<file path="src/rtl/shift_register_pkg.sv">
// Shared definitions for the universal shift register: modo encodings and counter sizing.
package shift_register_pkg;

  localparam logic [1:0] MODO_MANTER   = 2'b00;
  localparam logic [1:0] MODO_ESQUERDA = 2'b01;
  localparam logic [1:0] MODO_DIREITA  = 2'b10;
  localparam logic [1:0] MODO_CARGA    = 2'b11;

  // Bits needed to hold the values 0..max inclusive.
  function automatic int cnt_width(input int max);
    return $clog2(max + 1);
  endfunction

endpackage

</file>
<file path="src/rtl/shift_counter.sv">
// Saturating up-counter with synchronous clear and a full decode at MAX.
module shift_counter
  import shift_register_pkg::*;
#(
  parameter int MAX = 8,
  parameter int CW  = cnt_width(MAX)
) (
  input  logic          clock,
  input  logic          resetN,
  input  logic          clear,
  input  logic          inc,
  output logic [CW-1:0] count,
  output logic          cheio
);

  localparam logic [CW-1:0] MAX_C = CW'(MAX);

  always_ff @(posedge clock or negedge resetN) begin
    if (!resetN) begin
      count <= '0;
    end else if (clear) begin
      count <= '0;
    end else if (inc && (count != MAX_C)) begin
      count <= count + 1'b1;
    end
  end

  assign cheio = (count == MAX_C);

endmodule

</file>
<file path="src/rtl/shift_register_universal.sv">
// Universal shift register: hold, shift left/right, parallel load, saturating shift count.
// Optional recirculating shifts are enabled by defining SHIFT_ROTATE_EN.
module shift_register_universal
  import shift_register_pkg::*;
#(
  parameter int               WIDTH       = 8,
  parameter logic [WIDTH-1:0] RESET_VALUE = '0,
  parameter int               CW          = cnt_width(WIDTH)
) (
  input  logic             clock,
  input  logic             resetN,
  input  logic             habilita,
  input  logic [1:0]       modo,
  input  logic             novoBit,
  input  logic [WIDTH-1:0] dadoParalelo,
`ifdef SHIFT_ROTATE_EN
  input  logic             rotacao,
`endif
  output logic [WIDTH-1:0] sequencia,
  output logic             bitSaida,
  output logic [CW-1:0]    contagem,
  output logic             cheio
);

  logic             in_left;
  logic             in_right;
  logic [WIDTH-1:0] seq_next;
  logic             bit_next;
  logic             do_shift;
  logic             do_load;

`ifdef SHIFT_ROTATE_EN
  assign in_left  = rotacao ? sequencia[WIDTH-1] : novoBit;
  assign in_right = rotacao ? sequencia[0]       : novoBit;
`else
  assign in_left  = novoBit;
  assign in_right = novoBit;
`endif

  assign do_shift = habilita && ((modo == MODO_ESQUERDA) || (modo == MODO_DIREITA));
  assign do_load  = habilita && (modo == MODO_CARGA);

  always_comb begin
    seq_next = sequencia;
    bit_next = bitSaida;
    if (habilita) begin
      case (modo)
        MODO_ESQUERDA: begin
          seq_next = {sequencia[WIDTH-2:0], in_left};
          bit_next = sequencia[WIDTH-1];
        end
        MODO_DIREITA: begin
          seq_next = {in_right, sequencia[WIDTH-1:1]};
          bit_next = sequencia[0];
        end
        MODO_CARGA: seq_next = dadoParalelo;
        default: ;
      endcase
    end
  end

  always_ff @(posedge clock or negedge resetN) begin
    if (!resetN) begin
      sequencia <= RESET_VALUE;
      bitSaida  <= 1'b0;
    end else begin
      sequencia <= seq_next;
      bitSaida  <= bit_next;
    end
  end

  shift_counter #(.MAX(WIDTH), .CW(CW)) u_counter (
    .clock  (clock),
    .resetN (resetN),
    .clear  (do_load),
    .inc    (do_shift),
    .count  (contagem),
    .cheio  (cheio)
  );

endmodule
</file>
<file path="config.mk">
export PLATFORM = sky130hd
export DESIGN_NAME = shift_register_universal
export DESIGN_NICKNAME = d
export VERILOG_FILES = /design/src/rtl/shift_register_pkg.sv /design/src/rtl/shift_counter.sv /design/src/rtl/shift_register_universal.sv
export SDC_FILE = /design/constraint.sdc
export NUM_CORES = 1
export LEC_CHECK = 0
export CORE_MARGIN = 2
export CORE_UTILIZATION = 42
export CTS_CLUSTER_DIAMETER = 80
export DETAILED_ROUTE_END_ITERATION = 12
export PLACE_DENSITY = 0.76
export SLEW_MARGIN = 20
export SYNTH_ARGS = -nofsm -noshare
export SYNTH_HDL_FRONTEND = slang
export SYNTH_HIERARCHICAL = 1
export SYNTH_SLANG_ARGS = --single-unit
</file>
<file path="constraint.sdc">
create_clock -name clock -period 2.6 [get_ports clock]
set_clock_uncertainty 0.05 [all_clocks]
set_input_delay 0.52 -clock clock [delete_from_list [all_inputs] [get_ports clock]]
set_output_delay 0.52 -clock clock [all_outputs]
set_load 0.005 [all_outputs]
</file>
==> summary.md, run 1 <==
| Metric | Value |
|---|---|
| Core box area | `0.001727 mm^2` |
| CTS max path bufs | `2` |
| Site Rows | `15` |
| DRC viols | `0` |
| Top cells by area, synth | `dfrtp_1, a22o_1, ha_1` |
| Mapped Area | `778.2 um^2` |
| Combinational share of power | `0.379` |
| Pint | `0.0004785 W` |
| CTS tree | `built` |
| Synth top cells by count | `dfrtp_1, nand2_1, a21oi_1, a22o_1, o21ai_1` |
| Seq cells post-synth | `13` |
| Pre-CTS setup slack | `0.3652 ns` |
| Ys Warns | `6` |
| Status | `finished clean` |
| GRT overflow | `0` |
| Total Nets Final | `129` |
| Switching part of the total | `0.3213` |
| Routed via count | `673` |
| Share of the yosys chip area belonging to registers | `0.4180` |
| Worst path depth | `5` |
| Hpwl dp | `1281 um` |
| Drt initial violations | `12` |
| Fin. max-slew vios | `0` |
| Mux cell area share after synthesis | `0.04502` |
| Clock sink total | `13` |
| Antenna diode count | `0` |
| Top_reg_cell synth | `dfrtp_1` |
| Overall global routing resource usage | `0.1648` |
| Sw Pwr | `0.0002265 W` |
| CP required | `about 2.0 ns` |
| P&R area growth vs syn | `38.75%` |
| Synth cell types | `20` |
| Clk pwr share | `0.180` |
| Most common cell in the synthesized netlist | `dfrtp_1` |
| Number of I/O port buffers | `27` |
| Antenna violations before repair | `0` |
| Starting Density | `0.4507` |
| Normalized max-slew margin | `0.5997` |
| Reg clk slew, reported paths | `0.08 ns` |
| Drt via density | `5.022` |
| Final core utilization | `0.6254` |
| Crit path time final | `2.187 ns` |
| Largest net degree at the start of global routing | `17` |
| CTS resizes | `0` |
| Vias in the first global route | `577` |
| Compound-Gate Fraction of Synth Area | `0.2154` |
| Worst hold path depth | `2` |
| Average wire per standard cell | `12.25 um` |
| Cell family with most CP delay | `buffers and inverters` |
| Worst EP arrival | `1.62 ns` |
| Worst path bufs/invs | `2` |
| EDFF count, synth | `0` |
| Clk_lat worst skew | `0.27 ns` |
| Setup crit end kind | `output pin` |
| CTS Root Cell | `clkbuf_4` |
| Crit start category | `flip-flop` |
| Worst r2r path cells | `5` |
| Fmax achieved | `0.4573 GHz` |
| Hold buffer count at CTS | `0` |
| Worst path cell trace | `inv_1, ha_1, nand2_1, nor2_1, clkdlybuf4s50_1` |
| Worst setup margin | `between 0.4 and 0.5 ns` |
| Period utilisation layout | `0.8410` |
| Die ar. | `0.002213 mm^2` |
| Layout cells sized above 1 | `0.07339` |
| Final WL | `approximately 1600 um` |
| Post-route ant nets | `0` |
| Largest family of logic cells by synthesized area | `compound AO/OA/AOI/OAI gates` |
| Syn avg cell area | `9.728 um^2` |
| Asr flop ratio synth | `1.000` |
| GP Congestion | `0.7601` |
| Setup violators final | `0` |
| PD cells | `approximately 650 mW/mm^2` |
| Seq pwr share | `0.440` |
| CP max FO | `5` |
| Maxcap violations | `0` |
| Worst vdd ir | `0.0003515 V` |
| Net Count, Synth | `99` |
| Critical path type | `flip-flop to output pin` |
| IO Pins | `28` |
| TritonCTS Buffers | `3` |
| Leading area contributor after synthesis | `dfrtp_1` |
| First-pass GRT wire length | `2559 um` |
| Leakage | `around 0.47 nW` |
| Max incr delay on CP | `0.50 ns` |
| Postcts setup bufs | `0` |
| First drt pass iteration count | `4` |
| Htree depth | `1` |
| Die Y | `approximately 47 um` |
| Fillers | `around 150` |
| Synth Area in XOR/XNOR | `0.01125` |
| Setup TNS | `0 ns` |
| Cell at the slowest stage of the critical path | `clkdlybuf4s50_1` |
| Hold WC Path Type | `flip-flop to flip-flop` |
| RSZ-0062 raised after global routing | `no` |
| Synth Instances | `80` |
| Area share of the largest cell type after synthesis | `0.4180` |
| Adder-cell share of the synthesized area | `0.08039` |
| Slew of the pin with the lowest slew margin | `roughly 0.6 ns` |
| Final hold violations | `0` |
| Post-synthesis simple-gate area fraction | `0.1672` |
| Chip width | `47.05 um` |
-- cells in the final DEF, fill, tap and decap left out --
cell             count
dfrtp_1             13
nand2b_1             2
inv_1                4
clkbuf_1             1
or3b_1               1
a22o_1               8
o21ai_1              8
and2_1               1
ha_1                 5
nand2_1             11
o21a_1               1
clkbuf_4             3
a21oi_1             10
xor2_1               1
clkdlybuf4s50_1     27
mux2_4               1
nand4_1              1
mux2i_1              2
nor2_1               5
buf_4                1
and2_2               1
nand2b_2             1
nor2_8               1
-- flip-flops by register name, summed over array words and instances (netlist names) --
register	count
bitSaida	1
sequencia	8
u_counter/count	4
-- power groups by stage --
| stage | clock [W] | combinational, W | sequential, W |
|---|---|---|---|
| floorplan | 0 | 0.000123 | 0.000307 |
| detailed placement | 0 | 0.000270 | 0.000314 |
| finish | 0.000127 | 0.000268 | 0.000310 |
| global route | 0.000135 | 0.000305 | 0.000320 |
| CTS | 0.000128 | 0.000270 | 0.000310 |
| global placement | 0 | 0.000263 | 0.000312 |
-- cell families (layout without fill, tap and decap cells) --
logic type / count (synthesis) / after routing
buffers and inverters: 7 / 36
AOI/OAI and AO/OA: 27 / 27
adders and majority gates: 5 / 5
and+or+nand+nor: 24 / 24
DFF: 13 / 13
xor gates and xnor gates: 1 / 1
muxes: 3 / 3
-- per-layer routing --
| layer | up-vias | global-route usage | part of all wire |
|---|---|---|---|
| met5 | - | 0 | 0 |
| met4 | 0 | 0.05000 | 0.012 |
| met3 | 2 | 0.02308 | 0.039 |
| met2 | 16 | 0.2603 | 0.49 |
| met1 | 318 | 0.2340 | 0.46 |
| li1 | 337 | - | - |
-- worst min-delay path: cells and delay by family (launching register included) --
family / cells / cell delay, ns
AOI/OAI and AO/OA: 1 / 0.07
and+or+nand+nor: 1 / 0.06
DFF: 1 / 0.40
-- cell type report --
type / instances / area, um^2 / share of cell area
Clock buffer: 4 / 26.28 / 0.02433
Inverter: 4 / 15.01 / 0.01390
Multi-Input combinational cell: 60 / 404.1 / 0.3743
Sequential cell: 13 / 325.3 / 0.3013
Tap cell: 25 / 31.28 / 0.02897
Timing Repair Buffer: 28 / 277.8 / 0.2572
-- stage by stage --
stage          instances  total power [W]  hold slack [ns]  instance area [um^2]
6_report             134        0.0007050           0.5061                  1080
5_1_grt              134        0.0007602           0.5426                  1080
4_1_cts              134        0.0007079           0.5041                  1080
3_5_place_dp         130        0.0005833           0.4852                  1054
3_3_place_gp         130        0.0005754           0.4773                  1054
2_1_floorplan         80        0.0004303           0.1744                 778.2
-- worst paths after layout --
check | startpoint | endpoint | slack, ns
max in group asynchronous | resetN | bitSaida | 1.54
min in group asynchronous | resetN | sequencia[5] | 0.57
hold / removal | sequencia[0] | sequencia[0] | 0.51
setup / recovery | u_counter/count[0] | cheio | 0.41
setup reg to reg | u_counter/count[0] | u_counter/count[0] | 1.16
hold reg to reg | sequencia[0] | sequencia[0] | 0.51
(Power assumes the default switching activity.)
==> run 2, diff against run 1 <==
Settings changed: CORE_UTILIZATION 42 to 39, PLACE_DENSITY 0.76 to 0.74.
Clock period 2.6 ns to 2 ns, I/O delays scaled along.
==> run 2 against run 1 <==
Count of clock-buffer cells in the layout unchanged. Worst hold slack lost 0.056 ns. Register-to-register slack got worse by 0.54 ns. Die area rose by 7.0%. Setup slack got worse by 0.20 ns. Clock power is 28% higher. Final cell count rose by 6.0%.
==> summary.md, run 2 (same netlist as run 1, synthesis figures left out) <==
| Metric | Value |
|---|---|
| Status | `finished clean` |
| Sw Pwr | `0.0003028 W (+34%)` |
| Clk pwr share | `0.171 (-0.009)` |
| Pint | `0.0006520 W (+36%)` |
| Hpwl dp | `1272 um (-0.66%)` |
| Post-route ant nets | `0 (unchanged)` |
| Critical path type | `input pin to flip-flop` |
| RSZ-0062 raised after global routing | `no` |
| CP max FO | `3 (-2)` |
| Drt via density | `4.866 (-3.1%)` |
| Core box area | `0.001922 mm^2 (+11%)` |
| Seq pwr share | `0.409 (-0.031)` |
| Maxcap violations | `0 (unchanged)` |
| Cell Area, Placed | `0.001099 mm^2 (+4.3%)` |
| Fmax achieved | `0.5612 GHz` |
| CTS Root Cell | `clkbuf_4` |
| TritonCTS Buffers | `3 (unchanged)` |
| Crit path time final | `1.782 ns` |
| Clock sink total | `13 (unchanged)` |
| Combinational share of power | `0.421 (+0.042)` |
| Reg with most FFs | `sequencia` |
| Vias in the first global route | `686 (+19%)` |
| Largest net degree at the start of global routing | `17 (unchanged)` |
| Overall global routing resource usage | `0.1629 (-0.001883)` |
| Reg clk slew, reported paths | `0.08 ns (about the same)` |
| CTS max path bufs | `2 (unchanged)` |
| Antenna violations before repair | `0 (unchanged)` |
| Commonest non-fill, non-tap cell in the layout | `clkdlybuf4s50_1` |
| Leakage | `0.5107 nW (+8.2%)` |
| Site Rows | `16 (+1)` |
| Multi-input gate area in the final layout | `404.1 um^2 (unchanged)` |
| Starting Density | `0.4049 (-0.04578)` |
| Worst vdd ir | `0.0004184 V (+19%)` |
| GP Congestion | `0.7241 (-4.7%)` |
| DRC viols | `0 (unchanged)` |
| Die Y | `48.67 um (+3.5%)` |
| GRT overflow | `0 (unchanged)` |
| WHS | `0.4497 ns (-0.05634 ns)` |
| Worst EP arrival | `1.93 ns (+0.31 ns)` |
| Total Nets Final | `135 (+4.7%)` |
| First-pass GRT wire length | `3001 um (+17%)` |
| CTS tree | `built` |
| Post-route cell area | `0.001139 mm^2 (+5.4%)` |
| First drt pass iteration count | `4 (unchanged)` |
| Most frequent cells in the layout | `clkdlybuf4s50_1, dfrtp_1, nand2_1` |
| Hold buffer count at CTS | `0 (unchanged)` |
| Normalized max-slew margin | `0.6016 (+0.001904)` |
| Average wire per standard cell | `12.06 um (-1.5%)` |
| CP required | `2.15 ns (+0.12 ns)` |
| Setup crit end kind | `flip-flop` |
| Fin. max-slew vios | `0 (unchanged)` |
| Slew of the pin with the lowest slew margin | `0.5958 ns (-0.002846 ns)` |
| Antenna diode count | `0 (unchanged)` |
| Final WL | `1713 um (+4.4%)` |
| Die ar. | `0.002369 mm^2 (+7.0%)` |
| Fillers | `188 (+23%)` |
| P&R area growth vs syn | `46.30%` |
| Crit start category | `input pin` |
| Drt initial violations | `8 (-4)` |
| Number of I/O port buffers | `27 (unchanged)` |
| Largest registers | `sequencia x8, u_counter/count x4, bitSaida x1` |
| Hold WC Path Type | `input pin to async pin` |
| PD cells | `838.5 mW/mm^2 (+28%)` |
| Period utilisation layout | `0.8909` |
| Setup TNS | `0 ns (unchanged)` |
| Routed via count | `691 (+2.7%)` |
| Setup violators final | `0 (unchanged)` |
| Final hold violations | `0 (unchanged)` |
| Chip width | `48.67 um (+3.5%)` |
| Register Area | `325.3 um^2 (unchanged)` |
| Layout cells sized above 1 | `0.1217 (+0.04834)` |
| Largest register FFs | `8 (unchanged)` |
| IO Pins | `28 (unchanged)` |
| Htree depth | `1 (unchanged)` |
| Clk_lat worst skew | `0.27 ns (about the same)` |
| Switching part of the total | `0.3171 (-0.004200)` |
-- run 2: final timing paths --
kind                       slack [ns]                 end          startpoint  cells past startpoint
min in group clock               0.48            bitSaida            bitSaida                      2
hold reg to reg                  0.48            bitSaida            bitSaida                      2
max in group asynchronous        1.07  u_counter/count[2]              resetN                      1
setup reg to reg                 0.62  u_counter/count[0]  u_counter/count[0]                      5
setup / recovery                 0.22  u_counter/count[2]             modo[0]                      7
hold / removal                   0.45  u_counter/count[1]              resetN                      1
-- run 2: power by group through the flow --
stage	registers, W	clock network [W]	logic (W)
6_report	0.000390	0.000163	0.000402
3_3_place_gp	0.000405	0	0.000351
5_1_grt	0.000402	0.000183	0.000445
4_1_cts	0.000388	0.000167	0.000404
3_5_place_dp	0.000408	0	0.000362
2_1_floorplan	0.000399	0	0.000160
-- run 2: area by class of cell --
class,count,area share
clock buffers,4,0.02308
inverters,4,0.01319
multi-input cells,60,0.3549
flip-flops and latches,13,0.2857
well taps,27,0.02967
repair buffers,34,0.2934
-- run 2: critical path: stages --
cell and delay [ns]:
clkdlybuf4s50_1 0.48, inv_1 0.06, ha_1 0.26, and2_1 0.17
nand2_1 0.08, or3b_1 0.36, a21oi_1 0.13
-- run 2: layer usage --
metal  GRT usage  vias up  wire [um]
met1      0.2126      327        788
met3     0.03704        0         57
met4     0.09524        0          0
li1            -      350          -
met2      0.2466       14        868
met5           0        -          0
-- run 2: repair_timing --
action,4_1_cts,5_1_grt
endpoints found under the setup margin,1,0
gates resized for setup,1,0
buffers inserted,2,0
-- run 2: through the flow --
| step | power, W | std cells | setup WS [ns] | utilization |
|---|---|---|---|---|
| floorplan | 0.0005594 | 80 | 0.4883 | - |
| global placement | 0.0007555 | 136 | 0.009581 | 0.5716 |
| detailed placement | 0.0007704 | 136 | -0.04648 | 0.5716 |
| CTS | 0.0009586 | 142 | 0.2195 | 0.5924 |
| global route | 0.001030 | 142 | 0.1360 | 0.5924 |
| finish | 0.0009547 | 142 | 0.2181 | 0.5924 |
==> RTL change: new RTL, flow settings as in run 2 <==
Build with the macro `SHIFT_ROTATE_EN` defined.
--- a/src/rtl/shift_register_universal.sv
+++ b/src/rtl/shift_register_universal.sv
@@ -1,5 +1,7 @@
 // Universal shift register: hold, shift left/right, parallel load, saturating shift count.
 // Optional recirculating shifts are enabled by defining SHIFT_ROTATE_EN.
+`define SHIFT_ROTATE_EN
+
 module shift_register_universal
   import shift_register_pkg::*;
 #(
Interface: changed (added rotacao); port bits go from 28 to 29. The function was not compared with the original's and may differ.
==> RTL change against run 2 <==
Sequential cell count is the same; highest routed layer unchanged; worst hold slack is essentially flat; die area grew 1.9%; wire length grew 13%; critical endpoint unchanged; synthesized area grew 2.1%; power grew 1.9%; via count grew 6.9%; setup slack lost 0.052 ns; cell area grew 2.3%; synthesized cell count grew 5.0%; combinational power grew 2%.
==> RTL change: results (changes against run 2) <==
| Metric | Value |
|---|---|
| Post-synth top cells | `13 x dfrtp_1, 13 x nor2_1, 9 x nand2_1` |
| Pleak | `0.000507 uW (-0.64%)` |
| Global Route met1 Usage | `20.1% (-1.2 points)` |
| Post-Synthesis Cells | `84 (+5.0%)` |
| Initial antenna violation count | `0 (unchanged)` |
| Crit-path max cell delay | `0.47 ns` |
| VDD IR max | `0.567 mV (+35%)` |
| First-pass GRT wire length | `3350 um (+12%)` |
| Critical path destination | `u_counter/count[2]` |
| Adder-cell area share of the yosys netlist | `7.87% (-0.16 points)` |
| Reg2Reg Depth | `5 (unchanged)` |
| Top Metal Used | `met3` |
| Port Buf Inserts | `28 (+3.7%)` |
| Fillcell total | `186 (-1.1%)` |
| Die X | `49.1 um (+0.96%)` |
| Post-Layout Cell Count | `146 (+2.8%)` |
| Cell Area, Placed | `1120 um2 (+2.4%)` |
| Gpl congestion | `0.752 (+3.8%)` |
| Area contributors post-synth | `dfrtp_1 41%, ha_1 7.9%, nor2_1 6.1%` |
| WP data arrival | `1.98 ns (+0.05 ns)` |
| Switch share | `32.4% (+0.71 points)` |
| DR vias/cell | `5.06 (+4.0%)` |
| Status | `finished clean` |
| Reg-to-Reg Start | `u_counter/count[0]` |
| Post-DP HPWL | `1480 um (+16%)` |
| Crit-path slowest cell | `clkdlybuf4s50_1` |
| Critical Path Fanout Max | `5 (+2)` |
| Fin crit period | `1.83 ns (+0.0523 ns)` |
| Async SR Flop Fraction | `100% (unchanged)` |
| WL per Instance | `13.2 um (+9.6%)` |
| Share of layout cells above drive strength 1 | `10.9% (-1.2 points)` |
| Grt met3 use | `4.91% (+1.2 points)` |
| Gr usage total | `17.8% (+1.5 points)` |
| Post-synth cell types | `24 (+20%)` |
| Mux contribution to synthesized area | `4.41% (-0.092 points)` |
| Reg2Reg Setup Slack | `0.61 ns` |
| Post-CTS Setup Bufs | `2 (unchanged)` |
| Met2 routed WL | `990 um (+14%)` |
| Pre-CTS WS | `-0.118 ns (-0.0711 ns)` |
| Vias in the first global route | `785 (+14%)` |
| Routed length on met3 | `133 um (+130%)` |
| Maximum root-to-sink buffer count | `2 (unchanged)` |
| Compound-Gate Fraction of Synth Area | `18.1% (-3.4 points)` |
| Largest net degree at the start of global routing | `15 (-2)` |
| Register area share after synthesis | `40.9% (-0.86 points)` |
| Final nets | `140 (+3.7%)` |
| H-Tree Depth | `1 (unchanged)` |
| Slew HR | `59.9% (-0.28 points)` |
| Router iterations before antenna repair | `4 (unchanged)` |
| Initial DRC Count | `7 (-1)` |
| Met2 Use GR | `32.0% (+7.3 points)` |
| Crit path from | `modo[0]` |
| Wire length on met1 | `805 um (+2.2%)` |
| Synth Area in XOR/XNOR | `1.10% (-0.023 points)` |
| Syn_nets | `104 (+5.1%)` |
| Delay-heaviest family, CP | `simple AND/OR/NAND/NOR gates` |
| Tightest hold margin | `0.450 ns (+0.000161 ns)` |
## RTL change: cell count changes in the layout (fill, tap and decap cells not counted), sizes merged
cell | run 2 | this run
a21oi | 10 | 4
a221oi | 0 | 2
a22o | 8 | 0
a22oi | 0 | 6
a31oi | 0 | 6
and2 | 2 | 4
and2b | 0 | 1
buf | 7 | 6
clkdlybuf4s50 | 26 | 27
nand2 | 11 | 9
nor2 | 6 | 14
nor2b | 0 | 1
o21ai | 8 | 2
## RTL change: power by group through the flow
stage	Sequential (uW)	Clock, uW	Combinational, uW
2_1_floorplan	403	0	164
4_1_cts	397	170	417
3_3_place_gp	414	0	361
5_1_grt	409	177	454
6_report	397	165	410
3_5_place_dp	416	0	374
## RTL change: area by class of cell
cell class	count	area (um2)	area share, %
repair buffers	34	337	28.9
multi-input cells	64	428	36.7
flip-flops and latches	13	325	27.9
inverters	4	15.0	1.29
clock buffers	4	26.3	2.26
well taps	27	33.8	2.90
